**src/rtl/pipe_adder.sv**
```systemverilog
// Carry-chunked pipelined adder: stage k adds bits [k*CHUNK +: CHUNK] with the carry from stage k-1.
// Define PIPE_ADDER_SAT_EN to add the per-beat `sat` input for unsigned saturation.
module pipe_adder #(
  parameter int WIDTH = 32,
  parameter int CHUNK = 8
) (
  input  logic             clk,
  input  logic             rst_n,
  input  logic             in_valid,
  output logic             in_ready,
  input  logic [WIDTH-1:0] a,
  input  logic [WIDTH-1:0] b,
  input  logic             cin,
`ifdef PIPE_ADDER_SAT_EN
  input  logic             sat,
`endif
  output logic             out_valid,
  input  logic             out_ready,
  output logic [WIDTH-1:0] sum,
  output logic             cout,
  output logic             ovf
);

  localparam int STAGES = WIDTH / CHUNK;
  localparam int LAST   = STAGES - 1;

  if ((WIDTH % CHUNK) != 0 || STAGES < 1) begin : g_bad_params
    $error("pipe_adder: WIDTH must be a non-zero multiple of CHUNK");
  end

  // Each stage carries the full operands and the partial sum; untouched slices prune away.
  logic [STAGES-1:0] valid_q, valid_d;
  logic [STAGES-1:0] carry_q, carry_d;
  logic [WIDTH-1:0]  a_q   [STAGES];
  logic [WIDTH-1:0]  a_d   [STAGES];
  logic [WIDTH-1:0]  b_q   [STAGES];
  logic [WIDTH-1:0]  b_d   [STAGES];
  logic [WIDTH-1:0]  sum_q [STAGES];
  logic [WIDTH-1:0]  sum_d [STAGES];
`ifdef PIPE_ADDER_SAT_EN
  logic [STAGES-1:0] sat_q, sat_d;
`endif

  logic [WIDTH-1:0]  a_src   [STAGES];
  logic [WIDTH-1:0]  b_src   [STAGES];
  logic [WIDTH-1:0]  sum_src [STAGES];
  logic [STAGES-1:0] carry_src;
  logic [CHUNK:0]    part;
  logic              stall;

  assign stall    = valid_q[LAST] && !out_ready;
  assign in_ready = !stall;

  // NOTE: every always_comb output gets a default first so no path can infer a latch.
  always_comb begin
    part         = '0;
    a_src[0]     = a;
    b_src[0]     = b;
    sum_src[0]   = '0;
    carry_src[0] = cin;
    valid_d[0]   = in_valid;
`ifdef PIPE_ADDER_SAT_EN
    sat_d[0]     = sat;
`endif
    for (int k = 1; k < STAGES; k++) begin
      a_src[k]     = a_q[k-1];
      b_src[k]     = b_q[k-1];
      sum_src[k]   = sum_q[k-1];
      carry_src[k] = carry_q[k-1];
      valid_d[k]   = valid_q[k-1];
`ifdef PIPE_ADDER_SAT_EN
      sat_d[k]     = sat_q[k-1];
`endif
    end
    for (int k = 0; k < STAGES; k++) begin
      part = {1'b0, a_src[k][k*CHUNK +: CHUNK]}
           + {1'b0, b_src[k][k*CHUNK +: CHUNK]}
           + (CHUNK+1)'(carry_src[k]);
      a_d[k]                     = a_src[k];
      b_d[k]                     = b_src[k];
      sum_d[k]                   = sum_src[k];
      sum_d[k][k*CHUNK +: CHUNK] = part[CHUNK-1:0];
      carry_d[k]                 = part[CHUNK];
    end
  end

  // NOTE: the datapath registers are reset too, so sum/cout/ovf read 0 rather than X after reset.
  always_ff @(posedge clk or negedge rst_n) begin
    if (!rst_n) begin
      valid_q <= '0;
      carry_q <= '0;
      a_q     <= '{default: '0};
      b_q     <= '{default: '0};
      sum_q   <= '{default: '0};
`ifdef PIPE_ADDER_SAT_EN
      sat_q   <= '0;
`endif
    end else if (!stall) begin
      // NOTE: non-blocking updates let every stage sample its predecessor's old value.
      valid_q <= valid_d;
      carry_q <= carry_d;
      a_q     <= a_d;
      b_q     <= b_d;
      sum_q   <= sum_d;
`ifdef PIPE_ADDER_SAT_EN
      sat_q   <= sat_d;
`endif
    end
  end

  assign out_valid = valid_q[LAST];
  assign cout      = carry_q[LAST];
  // Overflow and carry always describe the wrapped sum, even when saturating.
  assign ovf       = (a_q[LAST][WIDTH-1] == b_q[LAST][WIDTH-1])
                  && (sum_q[LAST][WIDTH-1] != a_q[LAST][WIDTH-1]);
`ifdef PIPE_ADDER_SAT_EN
  assign sum       = (sat_q[LAST] && carry_q[LAST]) ? '1 : sum_q[LAST];
`else
  assign sum       = sum_q[LAST];
`endif

endmodule
```
**config.mk**
```make
export PLATFORM = sky130hd
export DESIGN_NAME = pipe_adder
export DESIGN_NICKNAME = d
export VERILOG_FILES = /design/src/rtl/pipe_adder.sv
export SDC_FILE = /design/constraint.sdc
export NUM_CORES = 1
export LEC_CHECK = 0
export CORE_ASPECT_RATIO = 0.7
export CORE_MARGIN = 2
export CORE_UTILIZATION = 54
export CTS_BUF_LIST = sky130_fd_sc_hd__clkbuf_8
export DETAILED_ROUTE_END_ITERATION = 10
export GPL_TIMING_DRIVEN = 0
export PLACE_DENSITY = 0.76
export SKIP_LAST_GASP = 1
export SYNTH_ARGS = -nofsm -noshare
export SYNTH_HDL_FRONTEND = slang
export SYNTH_SLANG_ARGS = --single-unit
```
**constraint.sdc**
```tcl
create_clock -name clk -period 6.2 [get_ports clk]
set_input_delay 0.62 -clock clk [delete_from_list [all_inputs] [get_ports clk]]
set_output_delay 0.62 -clock clk [all_outputs]
set_load 0.05 [all_outputs]
```
; After elaboration in Yosys (flattened, before gate mapping)
; Index checks and enable logic that the tools add are counted.
[word_totals]
ff_bits = 344
word_cells = 28
[op_classes]
reduce_logical = 4
eq_ne = 2
add_sub_neg = 8
[op_table]
columns = operator, n
row1 = adder 8 x 8 -> 9 bit, 4
row2 = adder 9 x 1 -> 9 bit, 4
row3 = logical AND 1 bit, 2
row4 = zero test 1 bit, 2
row5 = equality test 1 bit, 1
row6 = inequality test 1 bit, 1

; Depth between registers and ports, before layout
; Gate-level depths: netlist (run 1).
[logic_depth]
ltp_word = 3
ltp_mapped = 8

; Worst setup path after synthesis (run 1)
; No wires, ideal clock.
[synth_timing]
path_kind = register to output
start = register sum_q, in the netlist sum[31]
end = output port ovf
path_stages_with_launch = 2
setup_slack_ps = 3834
arrival_time_ps = 1746
required_time_ps = 5580
path_cell_list = dfrtp_1 o21ai_0
[synth_via]
elab_chain_cells = 2
[synth_rtl]
columns = item, line_no
row1 = start: declaration, 38  ; logic [WIDTH-1:0] sum_q [STAGES];
row2 = start signal: assignment, 104  ; sum_q <= sum_d;
row3 = inequality test 1 bit, 115  ; && (sum_q[LAST][WIDTH-1] != a_q[LAST][WIDTH-1]);
row4 = logical AND 1 bit, 115
row5 = end: declaration, 21  ; output logic ovf
; No other way between the ends.

; Final worst setup path (run 1)
[layout_timing]
start = input port out_ready
end = output port in_ready
[layout_via]
elab_chain_cells = 3
[layout_rtl]
columns = item, line_no
row1 = start: declaration, 18  ; input logic out_ready,
row2 = zero test 1 bit, 51  ; assign stall = valid_q[LAST] && !out_ready;
row3 = logical AND 1 bit, 51
row4 = zero test 1 bit, n/a
row5 = end: declaration, 10  ; output logic in_ready,
; No other way between the ends.

==> results of run 1 <==
through the flow:
stage / TNS, ns / hold WS [ns]
floorplan: 0 / 0.3244
global placement: -556.11 / 0.4421
detailed placement: 0 / 0.4550
CTS: 0 / 0.08115
global route: 0 / 0.08244
finish: 0 / 0.06969
registers in the layout, indices dropped and copies added, names as in the netlist:
signal,count
a_q,1
b_d,48
sum,32
sum_d,48
b_q,1
carry_q,4
a_d,48
valid_q,4
critical path: cells and delay by family:
| family | cells | cell delay, ns |
|---|---|---|
| buffers and inverters | 6 | 2.17 |
| AND/OR/NAND/NOR | 1 | 0.07 |
placed cells by master (no fill, tap or decap), types with 3 or more instances in the layout:
master           instances
nand2_1                480
dfrtp_1                186
ha_1                    28
o21bai_1                 3
a211oi_1                12
clkbuf_8                19
fa_1                     8
clkbuf_1                25
o21ai_0                 43
xor2_1                  12
xnor2_1                  3
clkdlybuf4s50_1        103
inv_1                   14
o211ai_1                 3
a21o_1                   8
inv_6                    4
buf_2                   15
or3_1                    3
clkinvlp_4               3
a31oi_1                  5
nor2_1                  17
nor3_1                   8
a21oi_1                 15
power groups by stage:
stage	clock, mW	combinational, mW	sequential, mW
after floorplan	0	1.24	2.37
after global routing	0.886	2.56	2.12
final	0.827	2.29	2.06
after global placement	0	2.22	2.06
after CTS	0.831	2.30	2.06
after detailed placement	0	2.28	2.08
cells by family (layout without fill, tap and decap cells):
group	Yosys count	in the layout
and+or+nand+nor	517	517
DFF	186	186
AOI/OAI and AO/OA	97	97
buffers and inverters	54	191
adders and majority gates	36	36
xor gates and xnor gates	15	15
final timing paths:
check,startpoint,endpoint,slack (ns),depth (start not counted)
max,out_ready,in_ready,2.71,7
min,rst_n,a_d[74],0.07,1
max reg2reg,carry_q[0],sum_d[46],3.84,7
min reg2reg,valid_q[2],valid_q[3],0.46,1
max in group asynchronous,rst_n,carry_q[3],5.14,2
min in group clk,valid_q[2],valid_q[3],0.46,1
final cells by class:
cell class	instances	area (sq um)	share of cell area
multi-input combinational	665	3226	0.3284
clock buffer	19	261.5	0.02663
sequential	186	4654	0.4739
tap	195	244.0	0.02484
buffer	41	172.7	0.01758
inverter	13	48.80	0.004969
timing repair buffer	105	1074	0.1093
clock inverter	13	140.1	0.01427
layer usage:
layer	track usage	part of all wire	up-vias	wire, um
li1	-	-	3114	-
met1	0.3823	0.49	3011	9099
met2	0.3753	0.44	147	8147
met3	0.03948	0.052	23	954
met4	0.05795	0.010	0	190
met5	0	0	-	0
==> metrics.txt, run 1 <==
DRT Pass-1 Iters 5; clock tree buffer depth 2; Detail Route Antenna Nets 0; combinational power share 0.443; Final Util 0.6692; Tmin final around 3.5 ns; fraction of layout cells with a size suffix above 1 0.04990; Top FF cell, synth dfrtp_1; hold crit path type in -> async; fraction of the mapped netlist area in adder cells 0.06301; crit end category output port; Clk Tree Root Cell clkbuf_8; final RePlAce weighted congestion 0.8912; critical path required time around 5.6 ns; Slew HR 0.5510; Post-DP Area 9419 sq um; number of global-route vias before repair 5995; Syn Inst Count approximately 900; crit path kind in -> out; Vias 6295; Worst Setup Start Kind input pin; GR Util All Layers 0.2493; power consumption around 5.2 mW; htree depth 4; full die area between 15000 and 20000 sq um; Port Buffers ~100; ANT cells 0; Synth top cells by count nand2_1, dfrtp_1, o21ai_0, ha_1, clkbuf_1; # DRC 0; post-place setup slack around 2.7 ns; Critical Path AT around 2.9 ns; crit-path max cell delay 0.86 ns; worst-path maximum fanout 10; Yosys reg bits around 190; xor and xnor fraction of the mapped netlist area 0.01622; number of CTS-inserted buffers 17; Max Cap Viol 0; Pint 2.975 mW; syn_nets 1010; dpl cells around 1200; Post-synth EDFFs 0; # hold bufs at CTS 0; sequential power share 0.398; initial antenna violation count 0; Avg Vias per Cell roughly 5; Avg Cell Area, Syn ~9 sq um; Lkg Pwr roughly 4.9 nW; final worst slack about 2.7 ns; share of the synthesized area in the top cell type 0.5745; count leader, synth nand2_1; row cnt 37; Ports 105; NetSw 2.206 mW; setup bufs post-CTS 0; Worst VDD drop 0.0002189 V; Sw Share 0.4257; largest net degree at the start of global routing 129; Fin. Hold Viols 0; final HPWL from detailed placement 13380 um; RSZ-0062 raised after global routing no; Worst Skew 0.01801 ns; Initial Util 0.5521; simple-gate share of the synthesized area 0.2465; average wire per standard cell around 15 um; clk_lat worst skew 0.47 ns; nets@finish around 1100; Layout Area Growth over Synthesis 21.22%; die span in y 106.5 um; Sink Count ~190; routed wire length 18390 um; post-synthesis mux area share 0; Final Cell Area 9821 sq um; GRT Residual Overflow 0; first-pass GRT wire length between 30000 and 40000 um; initial DRC count 458; Yosys warnings 0; clock slew seen by the registers of the worst setup and hold paths approximately 0.090 ns; ordered cell list for the critical path clkdlybuf4s50_1 -> nor2b_1 -> buf_2 -> inv_1 -> buf_2 -> buf_2 -> clkdlybuf4s50_1; post-synthesis sequential area ratio 0.5745; top cells by area, synth dfrtp_1, nand2_1, ha_1; final setup fails 0; Core Region around 15000 sq um; Finished Layout Cells between 1000 and 1500; combinational family with the most area after synthesis simple AND/OR/NAND/NOR gates; CTS resizes 0; period utilization 0.5634; Cell variety after synth 29; Worst path slowest cell clkdlybuf4s50_1; most used cell, CP buf_2; fill cell count ~1200; Final Max Tran Viols 0; die width between 150 and 200 um; PwrDens approximately 530 nW/um^2; clock power share 0.160; Synth Cell Area 8102 sq um; CTS tree yes; Post-synth ARST share 1.000; Synth area leader dfrtp_1; Slew @ Worst Pin between 0.6 and 0.7 ns; f_max about 290 MHz; status finished clean; Compound-Gate Fraction of Synth Area 0.07243
No activity file was read; power rests on OpenSTA's default activity.
==> inputs of run 2 (changes only) <==
==> constraint.sdc (replaced) <==
create_clock -name clk -period 3.55 [get_ports clk]
set_input_delay 0.355 -clock clk [delete_from_list [all_inputs] [get_ports clk]]
set_output_delay 0.355 -clock clk [all_outputs]
set_load 0.05 [all_outputs]
==> metrics.txt, run 2 (synthesis gave the netlist of run 1 again) <==
status finished clean; dpl cells 1205 (unchanged); Initial Util 0.5521 (unchanged); met3 global-route usage 0.03948 (unchanged); largest net degree at the start of global routing 129 (unchanged); Slew HR 0.5507 (about the same); GR Util All Layers 0.2493 (unchanged); period utilization 0.8820; GRT Residual Overflow 0 (unchanged); die width 150.4 um (unchanged); Worst Skew 0.01555 ns (-0.002460 ns); htree depth 4 (unchanged); fraction of layout cells with a size suffix above 1 0.04986 (about the same); routing usage on met1 0.3823 (unchanged); final setup fails 0 (unchanged); nets@finish 1135 (+0.088%); Final Util 0.6699 (+0.0006820); ANT cells 0 (unchanged); CTS tree yes; most frequent cells in the layout nand2_1, dfrtp_1, clkdlybuf4s50_1; CTS resizes 0 (unchanged); Final Max Tran Viols 0 (unchanged); number of global-route vias before repair 5995 (unchanged); Detail Route Antenna Nets 0 (unchanged); RSZ-0062 raised after global routing no; first-pass GRT wire length 30520 um (unchanged); Sink Count 186 (unchanged); final HPWL from detailed placement 13380 um (unchanged); Core Region 14680 sq um (unchanged); Port Buffers 104 (unchanged); # DRC 0 (unchanged); Max Cap Viol 0 (unchanged); Worst Setup Start Kind flip-flop; Layout Area Growth over Synthesis 21.34%; DRT Pass-1 Iters 5 (unchanged); Fin. Hold Viols 0 (unchanged); crit end category output port; final RePlAce weighted congestion 0.8912 (unchanged); crit path kind reg -> out; Avg Vias per Cell 5.100 (+0.22%); setup bufs post-CTS 0 (unchanged); clock tree buffer depth 2 (unchanged); clock slew seen by the registers of the worst setup and hold paths 0.10 ns (about the same); commonest non-fill, non-tap cell in the layout nand2_1; PwrDens 920.7 nW/um^2 (+75%); setup TNS 0 ns (unchanged); Vias 6314 (+0.30%); number of CTS-inserted buffers 17 (unchanged); Worst VDD drop 0.0003849 V (+76%); Ports 105 (unchanged); Clk Tree Root Cell clkbuf_8; die span in y 106.5 um (unchanged); f_max roughly 320 MHz; Lkg Pwr 4.953 nW (about the same); average wire per standard cell 14.89 um (+0.15%); critical path required time 3.19 ns (-2.39 ns); hold crit path type in -> async; row cnt 37 (unchanged); clk_lat worst skew 0.47 ns (about the same); routed wire length 18430 um (+0.23%); initial DRC count 449 (-2.0%); worst-path maximum fanout 10 (unchanged); GR Util met2 0.3753 (unchanged); initial antenna violation count 0 (unchanged); Tmin final 3.131 ns; Finished Layout Cells 1238 (+0.081%); most used routing layer met1; Critical Path AT 2.78 ns (-0.09 ns); Slew @ Worst Pin 0.6740 ns (+0.0004657 ns); full die area 16010 sq um (unchanged)
run 2: cell types whose count changed in the layout (fill, tap and decap cells not counted):
cell / delta
dlygate4sd3_1: +1
run 2: stage by stage:
stage	power [mW]	setup slack [ns]	hold WS (ns)	area (sq um)
after floorplan	6.292	1.431	0.05941	8102
after global placement	7.476	-5.391	0.4421	9387
after detailed placement	7.604	0.5987	0.3137	9419
after CTS	9.055	0.4250	0.3960	9831
after global routing	9.726	0.3244	0.4052	9831
final	9.051	0.4191	0.3941	9831
run 2: worst paths after layout:
| path | depth (start not counted) | startpoint | slack, ns | end |
|---|---|---|---|---|
| setup / recovery | 6 | valid_q[3] | 0.42 | in_ready |
| setup reg to reg | 7 | carry_q[0] | 1.19 | sum_d[46] |
| max in group asynchronous | 3 | rst_n | 2.15 | sum_d[40] |
| hold / removal | 2 | rst_n | 0.39 | a_d[74] |
| min in group clk | 3 | b[27] | 0.40 | b_d[91] |
| hold reg to reg | 1 | valid_q[2] | 0.47 | valid_q[3] |
run 2: layout make-up:
class	count	area, sq um
timing repair buffer	106	1084
multi-input combinational	665	3226
sequential	186	4654
clock buffer	19	261.5
clock inverter	13	140.1
tap	195	244.0
buffer	41	172.7
inverter	13	48.80
fill	1215	4845
run 2: power breakdown:
| group | switching, mW | total [mW] | internal [mW] |
|---|---|---|---|
| combinational | 2.52 | 4.01 | 1.49 |
| sequential | 0.565 | 3.60 | 3.04 |
| clock | 0.775 | 1.44 | 0.668 |
run 2: per-layer routing:
metal | part of all wire | wire length (um) | vias to the layer above
li1 | - | - | 3114
met1 | 0.50 | 9178 | 3022
met2 | 0.44 | 8190 | 160
met3 | 0.049 | 902 | 18
met4 | 0.0087 | 161 | 0
met5 | 0 | 0 | -
run 2: critical path, stage by stage (launching register included):
cell,delay [ns]
dfrtp_1,0.41
nor2b_1,0.17
buf_2,0.19
inv_1,0.10
buf_2,0.23
buf_2,0.34
clkdlybuf4s50_1,0.87
run 2: what timing repair did:
item | CTS | global route
endpoints found under the hold margin | 58 | 0
setup endpoints to repair | 0 | 0
hold buffers | 1 | 0
==> inputs of run 3 (changes only) <==
--- a/config.mk
+++ b/config.mk
@@ -7,11 +7,11 @@
 export LEC_CHECK = 0
 export CORE_ASPECT_RATIO = 0.7
 export CORE_MARGIN = 2
-export CORE_UTILIZATION = 54
+export CORE_UTILIZATION = 45
 export CTS_BUF_LIST = sky130_fd_sc_hd__clkbuf_8
 export DETAILED_ROUTE_END_ITERATION = 10
 export GPL_TIMING_DRIVEN = 0
-export PLACE_DENSITY = 0.76
+export PLACE_DENSITY = 0.65
 export SKIP_LAST_GASP = 1
 export SYNTH_ARGS = -nofsm -noshare
 export SYNTH_HDL_FRONTEND = slang
==> metrics.txt, run 3 (synthesis gave the netlist of run 1 again) <==
Reg2Reg Setup Slack 1.17 ns (-0.02 ns); die span in y 116.3 um (+9.2%); status finished clean; hold worst-path end a_d[90]; clock power share 0.167 (+0.008); CTS tree yes; Worst path slowest cell clkdlybuf4s50_1; crit path kind reg -> out; row cnt 41 (+11%); initial DRC count 387 (-14%); hold path cells 3; Final Util 0.5565 (-0.1133); final HPWL from detailed placement 13680 um (+2.3%); final worst slack 0.4625 ns (+0.04344 ns); Post-DP Area 9470 sq um (+0.54%); most frequent cells in the layout nand2_1, dfrtp_1, clkdlybuf4s50_1; critical path required time 3.19 ns (about the same); Worst Setup Start Kind flip-flop; number of CTS-inserted buffers 17 (unchanged); Hold Startpoint a[26]; worst-path maximum fanout 10 (unchanged); FF-to-FF path depth 7 (unchanged); routed wire length 18590 um (+0.86%); DRT Pass-1 Iters 4 (-1); Initial Util 0.4551 (-0.09693); Detail Route Antenna Nets 0 (unchanged); final RePlAce weighted congestion 0.8646 (-3.0%); commonest non-fill, non-tap cell in the layout nand2_1; sequential power share 0.395 (-0.003); Layout Area Growth over Synthesis 22.29%; hold crit path type in -> reg; clock slew seen by the registers of the worst setup and hold paths 0.09 ns (about the same); Worst R2R Start carry_q[0]; setup TNS 0 ns (unchanged); ANT cells 0 (unchanged); die width 164.4 um (+9.3%); NetSw 3.791 mW (-1.7%); average wire per standard cell 14.55 um (-2.3%); Avg Vias per Cell 4.840 (-5.1%); Port Buffers 104 (unchanged); Core Region 17800 sq um (+21%); Final Cell Area 9907 sq um (+0.78%); hold slack 0.4037 ns (+0.009573 ns); setup bufs post-CTS 0 (unchanged); clock tree buffer depth 2 (unchanged); clk_lat worst skew 0.47 ns (about the same); Slew HR 0.4925 (-0.05823); CP bufs+invs 5 (unchanged); R2R Path End sum_d[46]; Lkg Pwr 4.975 nW (+0.45%); post-place setup slack 0.6190 ns (+0.02034 ns); Worst VDD drop 0.0005680 V (+48%); crit end category output port; PwrDens 917.9 nW/um^2 (-0.31%); Final Max Tran Viols 0 (unchanged); f_max 323.9 MHz (+1.4%); first-pass GRT wire length 31150 um (+2.1%); combinational power share 0.438 (-0.005); fill cell count 1691 (+39%); Top Family by Delay on Critical Path buffers and inverters; crit-path max cell delay 0.88 ns (about the same); Sequential cell area 4654 sq um (unchanged); Slew @ Worst Pin 0.7613 ns (+0.08734 ns); Vias 6186 (-2.0%); GR Util All Layers 0.2141 (-0.03525); Tmin final 3.087 ns (-0.04344 ns); Fin. Hold Viols 0 (unchanged); Worst Skew 0.01091 ns (-0.004639 ns); number of global-route vias before repair 6024 (+0.48%); fraction of layout cells with a size suffix above 1 0.04702 (-0.002831); initial antenna violation count 0 (unchanged); htree depth 4 (unchanged); Sw Share 0.4169 (-0.009093); # DRC 0 (unchanged); ordered cell list for the critical path nor2b_1 -> buf_2 -> inv_1 -> buf_2 -> buf_2 -> clkdlybuf4s50_1; Clk Tree Root Cell clkbuf_8; full die area 19110 sq um (+19%); Max Cap Viol 0 (unchanged); Critical Path AT 2.73 ns (-0.05 ns); largest net degree at the start of global routing 103 (-20%); RSZ-0062 raised after global routing no; area of the multi-input gates 3226 sq um (unchanged); Ports 105 (unchanged); GRT Residual Overflow 0 (unchanged); period utilization 0.8697 (-0.01224); most used cell, CP buf_2; Sink Count 186 (unchanged); Pint 5.303 mW (+2.1%); nets@finish 1135 (unchanged); final setup fails 0 (unchanged)
-- run 3: cell count changes in the layout (fill, tap and decap cells not counted), sizes merged --
cell / delta
clkinvlp: -2
clkinv: +1
clkbuf: -1
inv: -1
bufinv: +2
-- run 3: repair_timing --
| item | CTS | global route |
|---|---|---|
| setup endpoints to repair | 0 | 0 |
| hold endpoints to repair | 101 | 0 |
| hold buffers | 1 | 0 |
| gates resized for setup | 0 | 0 |
-- run 3: power by group through the flow --
| stage | Combinational (mW) | Sequential, mW | Clock (mW) |
|---|---|---|---|
| after floorplan | 2.16 | 4.13 | 0 |
| after global placement | 3.91 | 3.62 | 0 |
| after detailed placement | 3.98 | 3.64 | 0 |
| after CTS | 4.00 | 3.60 | 1.55 |
| after global routing | 4.45 | 3.71 | 1.65 |
| final | 3.98 | 3.59 | 1.52 |
-- run 3: area by class of cell --
type / instances / share of cell area
Buffer: 41 / 0.01743
Clock buffer: 18 / 0.02501
Clock inverter: 13 / 0.01806
Inverter: 13 / 0.004925
Multi-Input combinational cell: 665 / 0.3256
Sequential cell: 186 / 0.4698
Tap cell: 236 / 0.02981
Timing Repair Buffer: 106 / 0.1094
-- run 3: layer usage --
layer / up-vias / track usage / wire (um)
li1: 3115 / - / -
met1: 2919 / 0.3301 / 9754
met2: 131 / 0.3096 / 7852
met3: 21 / 0.04297 / 735
met4: 0 / 0.05623 / 248
met5: - / 0 / 0
-- run 3: metrics by stage --
| step | instances | power (mW) |
|---|---|---|
| 4_1_cts | 1278 | 9.143 |
| 6_report | 1278 | 9.094 |
| 2_1_floorplan | 905 | 6.292 |
| 3_3_place_gp | 1245 | 7.534 |
| 5_1_grt | 1278 | 9.811 |
| 3_5_place_dp | 1246 | 7.616 |
-- run 3: worst max path at each step --
stage	startpoint	end	slack, ns	cells after the start
detailed placement	out_ready	in_ready	0.62	7
CTS	valid_q[3]	in_ready	0.43	6
finish	valid_q[3]	in_ready	0.46	6
floorplan	carry_q[0]	sum_d[46]	1.43	7
global placement	rst_n	a_d[63]	-5.66	1
global route	valid_q[3]	in_ready	0.36	6
-- run 3: tightest hold or removal path: stages --
cell and delay (ns):
clkdlybuf4s50_1 0.39, nand2_1 0.05, nand2_1 0.04
